## src/rtl/stopwatch_core.sv

```systemverilog
// rtl/stopwatch_core.sv - centisecond BCD stopwatch engine (MM:SS.cc) with start/stop, lap and clear
//
// Purpose: synchronises and edge-detects three push buttons, runs a prescaled
// six-digit BCD counter and drives the digit codes for the 7-segment decoders.
// Digit code 10 selects the decoder dash pattern and marks overflow.
//
// Ports:
//   clk                 system clock, rising edge
//   rst_n               synchronous active-low reset
//   btn_start/lap/clear raw active-high buttons, asynchronous to clk
//   dig_cs0/cs1         centiseconds units/tens
//   dig_s0/s1           seconds units/tens
//   dig_m0/m1           minutes units/tens
//   running             high while counting (RUN or LAP)
//   ovf                 high once 59:59.99 has been exceeded
module stopwatch_core #(
   parameter int TICK_DIV = 500000
) (
   input  logic       clk,
   input  logic       rst_n,
   input  logic       btn_start,
   input  logic       btn_lap,
   input  logic       btn_clear,
   output logic [3:0] dig_cs0,
   output logic [3:0] dig_cs1,
   output logic [3:0] dig_s0,
   output logic [3:0] dig_s1,
   output logic [3:0] dig_m0,
   output logic [3:0] dig_m1,
   output logic       running,
   output logic       ovf
);
   localparam int PW = $clog2(TICK_DIV);
   localparam logic [PW-1:0] PS_TOP = PW'(TICK_DIV - 1);

   typedef enum logic [2:0] {IDLE, RUN, PAUSED, LAP, OVF} state_t;
   state_t state, state_nxt;

   // Bit 0 = start, 1 = lap, 2 = clear
   logic [2:0] sync1, sync2, sync3, press;
   logic       press_start, press_lap, press_clear;

   logic [PW-1:0] presc;
   logic [3:0]    cs0, cs1, s0, s1, m0, m1;
   logic [3:0]    n_cs0, n_cs1, n_s0, n_s1, n_m0, n_m1;
   logic [23:0]   cnt_vec, snap, disp;
   logic          counting, tick, at_max, clear_all;

   // Two-flop synchroniser, then a registered rising-edge pulse
   always_ff @(posedge clk) begin
      if (!rst_n) begin
         sync1 <= '0;
         sync2 <= '0;
         sync3 <= '0;
         press <= '0;
      end else begin
         sync1 <= {btn_clear, btn_lap, btn_start};
         sync2 <= sync1;
         sync3 <= sync2;
         press <= sync2 & ~sync3;
      end
   end

   // Clear outranks start, start outranks lap; lower presses are discarded
   assign press_clear = press[2];
   assign press_start = press[0] & ~press[2];
   assign press_lap   = press[1] & ~press[0] & ~press[2];

   assign counting  = (state == RUN) || (state == LAP);
   assign tick      = counting && (presc == PS_TOP);
   assign cnt_vec   = {m1, m0, s1, s0, cs1, cs0};
   assign at_max    = (cnt_vec == 24'h595999);
   assign clear_all = press_clear && ((state == PAUSED) || (state == OVF));

   // Single-clock BCD carry ripple
   always_comb begin
      n_cs0 = cs0;
      n_cs1 = cs1;
      n_s0  = s0;
      n_s1  = s1;
      n_m0  = m0;
      n_m1  = m1;
      if (cs0 != 4'd9) n_cs0 = cs0 + 4'd1;
      else begin
         n_cs0 = 4'd0;
         if (cs1 != 4'd9) n_cs1 = cs1 + 4'd1;
         else begin
            n_cs1 = 4'd0;
            if (s0 != 4'd9) n_s0 = s0 + 4'd1;
            else begin
               n_s0 = 4'd0;
               if (s1 != 4'd5) n_s1 = s1 + 4'd1;
               else begin
                  n_s1 = 4'd0;
                  if (m0 != 4'd9) n_m0 = m0 + 4'd1;
                  else begin
                     n_m0 = 4'd0;
                     n_m1 = (m1 != 4'd5) ? m1 + 4'd1 : 4'd0;
                  end
               end
            end
         end
      end
   end

   always_ff @(posedge clk) begin
      if (!rst_n || clear_all) begin
         presc <= '0;
         {m1, m0, s1, s0, cs1, cs0} <= '0;
         snap  <= '0;
      end else begin
         // Prescaler holds outside RUN/LAP so a resume keeps the fraction
         if (counting) presc <= tick ? '0 : presc + PW'(1);
         // The overflowing tick leaves the counter frozen at 59:59.99
         if (tick && !at_max) {m1, m0, s1, s0, cs1, cs0} <= {n_m1, n_m0, n_s1, n_s0, n_cs1, n_cs0};
         // Snapshot takes the pre-increment value if a tick lands on this edge
         if ((state == RUN) && press_lap) snap <= cnt_vec;
      end
   end

   always_ff @(posedge clk) begin
      if (!rst_n) state <= IDLE;
      else        state <= state_nxt;
   end

   always_comb begin
      state_nxt = state;
      unique case (state)
         IDLE:    if (press_start) state_nxt = RUN;
         RUN: begin
            if (tick && at_max)   state_nxt = OVF;
            else if (press_start) state_nxt = PAUSED;
            else if (press_lap)   state_nxt = LAP;
         end
         LAP: begin
            if (tick && at_max)   state_nxt = OVF;
            else if (press_start) state_nxt = PAUSED;
            else if (press_lap)   state_nxt = RUN;
         end
         PAUSED: begin
            if (press_clear)      state_nxt = IDLE;
            else if (press_start) state_nxt = RUN;
         end
         OVF:     if (press_clear) state_nxt = IDLE;
         default: state_nxt = IDLE;
      endcase
   end

   always_comb begin
      disp    = cnt_vec;
      running = 1'b0;
      ovf     = 1'b0;
      unique case (state)
         RUN:     running = 1'b1;
         LAP: begin
            running = 1'b1;
            disp    = snap;
         end
         OVF: begin
            ovf  = 1'b1;
            disp = {6{4'd10}};
         end
         default: ;
      endcase
   end

   assign {dig_m1, dig_m0, dig_s1, dig_s0, dig_cs1, dig_cs0} = disp;

endmodule
```

## config.mk

```make
export PLATFORM = sky130hd
export DESIGN_NAME = stopwatch_core
export DESIGN_NICKNAME = d
export VERILOG_FILES = /design/src/rtl/stopwatch_core.sv
export SDC_FILE = /design/constraint.sdc
export NUM_CORES = 1
export LEC_CHECK = 0
export CAP_MARGIN = 0
export CELL_PAD_IN_SITES_DETAIL_PLACEMENT = 0
export CELL_PAD_IN_SITES_GLOBAL_PLACEMENT = 1
export CORE_MARGIN = 2
export CORE_UTILIZATION = 46
export CTS_CLUSTER_SIZE = 14
export DETAILED_ROUTE_END_ITERATION = 10
export PLACE_DENSITY = 0.88
export SYNTH_ARGS = -nofsm -noshare
export SYNTH_HDL_FRONTEND = slang
export SYNTH_SLANG_ARGS = --single-unit
```

## constraint.sdc

```tcl
create_clock -name clk -period 6.1 [get_ports clk]
set_input_delay 1.22 -clock clk [delete_from_list [all_inputs] [get_ports clk]]
set_output_delay 1.22 -clock clk [all_outputs]
set_load 0.02 [all_outputs]
```

# Word-level counts from Yosys, hierarchy flattened
# Index checks and enable logic that the tools add are counted.
[word_totals]
elab_cells = 85
ff_bits = 82
in_bits = 5
output_inout_bits = 26
[op_classes]
mux = 20
eq_ne = 15
addsub = 7
reduce_logical = 18
bitwise = 12
[op_table]
columns = ["operator", "n"]
rows = [
  ["$pmux W24 S2", 1],
  ["$mux W3", 9],
  ["$add A4 B1 Y4 const B", 6],
  ["$eq A24 B23 Y1 const B", 1],
  ["$mux W4", 6],
  ["$add A19 B1 Y19 const B", 1],
  ["$eq A19 B19 Y1 const B", 1],
  ["$mux W19", 1],
  ["$ne A4 B3 Y1 const B", 4],
  ["$ne A4 B4 Y1 const B", 4],
  ["$pmux W3 S5", 1],
  ["$not A1 Y1", 7],
  ["$eq A3 B2 Y1 const B", 2],
  ["$reduce_and A3 Y1", 2],
  ["$reduce_and A6 Y1", 1],
  ["$logic_and A1 B1 Y1", 5],
  ["$reduce_and A5 Y1", 1],
  ["$reduce_and A4 Y1", 1],
  ["$and A1 B1 Y1", 3],
  ["$and A3 B3 Y3", 1],
  ["$eq A3 B1 Y1 const B", 1],
  ["$eq A3 B3 Y1 const B", 1],
  ["$logic_not A3 Y1", 1],
  ["$logic_or A1 B1 Y1", 3],
  ["other kinds (6)", 8],
]

# Depth between registers and ports, before layout
[logic_depth]
depth_word = 7
ltp_mapped = 7
ltp_nobuf = 6

# Least setup slack after synthesis
# No wires, ideal clock.
[synth_timing]
path_kind = "register -> output"
startpoint = "reg state[1]"
endpoint = "out dig_cs1[0]"
arrival_time_ns = 1.640
required_time_ns = 4.880
n_path_buf = 1
path_stages_with_launch = 7
path_slack_ns = 3.240
cell_sequence = "dfxtp_1 > clkbuf_1 > nor2_1 > nand2_1 > inv_1 > nor2_1 > a22o_1"
[synth_via]
elab_chain_len = 2
elab_cells_between_ends = 3
cone_classes = "eq/ne: 2; mux: 1"
[synth_lines]
columns = ["element", "line_no", "rtl"]
rows = [
  ["start, declared", "37", "state_t state, state_nxt;"],
  ["start signal, assigned", "123", "else state <= state_nxt;"],
  ["$eq A3 B3 Y1 / $eq A3 B2 Y1 (equally long branches)", "153", "unique case (state)"],
  ["$pmux W24 S2 *", "153", ""],
  ["end, declared", "25", "output logic [3:0] dig_cs1,"],
]
# Mark *: on every way between the ends. The rest lies on a longest branch, timed or not.

# Worst setup path after layout
[layout_timing]
startpoint = "reg state[2]"
endpoint = "out dig_cs1[0]"
# The elaborated chain is that of the path after synthesis.

==> run metrics <==
sequential share of power=51.5%; first-pass GRT wire length=14.8 mm; CTS Root Cell=clkbuf_8; total power density per cell area=236 nW/um^2; Gate power share=2.1%; R2R cell count=5; Clock transition at path regs=0.08 ns; Post-synth EDFFs=0; Fmax=226 MHz; Final Power=0.00105 W; final hold violations=0; Internal=0.000838 W; CTS max path bufs=2; initial antenna violation count=0; drt pass-1 iters=6; layout cells sized above 1=5.38%; period utilization=72.6%; GRT overflow=0; Min-Delay Endpoint=press[1]; Hold Path Cell Cnt=1; vias per inst=5.52; Skew-Pair Late Insertion Delay=0.35 ns; register area share after synthesis=42.6%; worst path required time=4.88 ns; top_reg_cell synth=dfxtp_1; Switch Pwr=0.000209 W; syn avg cell area=7.93 um^2; Sw Ratio=20.0%; H-Tree Depth=3; Max VDD drop=0.109 mV; CTS tree=built; RSZ-0062 raised after global routing=false; clock tree sinks=82; worst hold margin=0.384 ns; Clock power frac=46.4%; synthesized flop and latch total=82; Post-CTS Resized=0; Setup TNS Final=0 ns; Filler cells=772; DIE AREA=9130 um^2; post-DR wirelength/cell=14.2 um; post-synthesis net count=492; Post-CTS Hold Buffers=0; outcome=completed; Slew headroom=33.2%; largest net degree at the start of global routing=31; Post-Synthesis Cells=486; post-synth top area cell=dfxtp_1; setup violators final=0; Post-CTS Setup Bufs=0; Post-route DRC=0; hpwl dp=5.55 mm; max cap viols=0; Layout area overhead=15.2%; Leakage=1.47 nW; Cell Rows=33; Worst Skew=0.0159 ns; Yosys warnings=0; Max FO, Critical Path=24; post-synthesis cell area=3860 um^2; I/O pin count=31; GRT Overall Usage=20.6%; reg2reg setup slack=3.68 ns; Async SR Flop Fraction=0%; total wire length=8.61 mm; worst hold path class=register to register; share of Yosys cell area claimed by the top area cell type=42.6%; FF-to-FF End=cs1[0]; vias=3,350; Slew @ Worst Pin=0.999 ns; final std cells w/o fill=607; RR Startpoint=presc[6]; Detail Route Antenna Nets=0; die height=95.6 um; worst setup margin=1.67 ns; violation count after the first detailed-route iteration=151; Num CTS Buffers=9; Pins Over Slew Limit=0; CP Capture Type=output port; area occupied by multi-input gates=2040 um^2; largest cells by area after synthesis=dfxtp_1, nand2_1, a21oi_1, nor2_1, xnor2_1; CP Data Arrival Time=3.21 ns; Unique masters post-synth=53; Die W=95.6 um; min-delay src=sync3[1]; ant diodes=0; core box area=8180 um^2; FF+latch area=1640 um^2; Initial Util=47.2%; IO Port Bufs=30; RD Place Congestion=0.800; Worst setup SP type=register; kind of critical path=register to output port; cell count after placement=592; Period minus WS final=4.43 ns; vias in the first global route=3,058; final layout net count=504; Placement Setup Slack=2.07 ns
[layer usage]
layer	GRT usage (%)	part of all wire, %
met5	0	0
met4	7.50	1.5
met3	4.19	4.5
met2	31.5	44
met1	28.6	50
[flip-flops by register name, indices dropped and copies added, names as in the netlist, 4 cells and up]
| register | flops |
|---|---|
| s0 | 4 |
| snap | 24 |
| cs1 | 4 |
| s1 | 4 |
| presc | 19 |
| m0 | 4 |
| m1 | 4 |
| cs0 | 4 |
[cells by family after synthesis]
group / after synthesis / share of synthesized area, %
AO/OA/AOI/OAI: 96 / 16.3
XOR/XNOR: 19 / 4.32
AND/OR/NAND/NOR: 234 / 30.2
flip-flops: 82 / 42.6
adder cells (fa/ha/maj): 1 / 0.324
buffers and inverters: 49 / 5.03
multiplexers: 5 / 1.30
[cells in the final DEF (no fill, tap or decap), types with 9 or more instances in the layout]
cell | synthesis | final
a21oi_1 | 40 | 40
a22o_1 | 9 | 9
and2_1 | 15 | 15
clkbuf_8 | 0 | 11
clkdlybuf4s50_1 | 0 | 30
dfxtp_1 | 82 | 82
inv_1 | 18 | 18
nand2_1 | 92 | 92
nand3_1 | 19 | 19
nand4_1 | 12 | 12
nor2_1 | 41 | 41
xnor2_1 | 14 | 14
[cell type report]
type	count	area share, %
Clock buffer	11	3.41
Clock inverter	4	2.23
Inverter	18	1.52
Multi-Input combinational cell	355	45.8
Sequential cell	82	37.0
Tap cell	105	2.96
Timing Repair Buffer	32	7.10
[Yosys cell counts, types with 2 or more instances]
library cell,count
nor4_1,2
nor2_1,41
a22o_1,9
o31ai_1,5
o21ai_0,7
xor2_1,5
and4_1,5
nand3_1,19
or3_1,5
clkbuf_1,25
nand4_1,12
a31o_2,3
xnor2_1,14
or4_1,3
nand2b_1,8
o22a_1,4
inv_1,18
dfxtp_1,82
o211ai_1,6
nand2_1,92
a31oi_1,8
o21a_1,2
nor3b_1,4
a21oi_1,40
and2_1,15
nor3_1,9
o32ai_1,2
nor2b_1,8
buf_2,5
mux2i_1,5
[critical path: stages, from the launching register on]
cell and delay, ns:
dfxtp_1 0.40, nand2b_1 0.40, inv_1 0.17, and2_1 0.19, buf_4 0.22, nor2_1 0.64
a22o_1 0.24, clkdlybuf4s50_1 0.60
[how the worst max path moves through the flow]
stage | start | endpoint | slack (ns) | depth (start not counted)
after floorplan | state[1] | dig_cs1[0] | 3.24 | 6
after detailed placement | state[2] | dig_cs1[0] | 2.07 | 7
after CTS | state[2] | dig_cs1[0] | 1.69 | 7
final | state[2] | dig_cs1[0] | 1.67 | 7
after global placement | state[2] | dig_m1[2] | 2.14 | 7
after global routing | state[2] | dig_m1[2] | 1.49 | 7
[stage by stage]
stage | utilization, % | cell area [um^2]
CTS | 54.3 | 4440
floorplan | - | 3860
global route | 54.3 | 4440
finish | 54.3 | 4440
detailed placement | 51.3 | 4190
global placement | 51.3 | 4190
[power by group through the flow]
stage	sequential [W]	clock (W)	combinational, W
detailed placement	0.000552	0	0.0000221
global route	0.000540	0.000520	0.0000246
finish	0.000540	0.000486	0.0000220
CTS	0.000540	0.000497	0.0000222
global placement	0.000552	0	0.0000216
floorplan	0.000552	0	0.0000147
No activity file was read; power rests on OpenSTA's default activity.
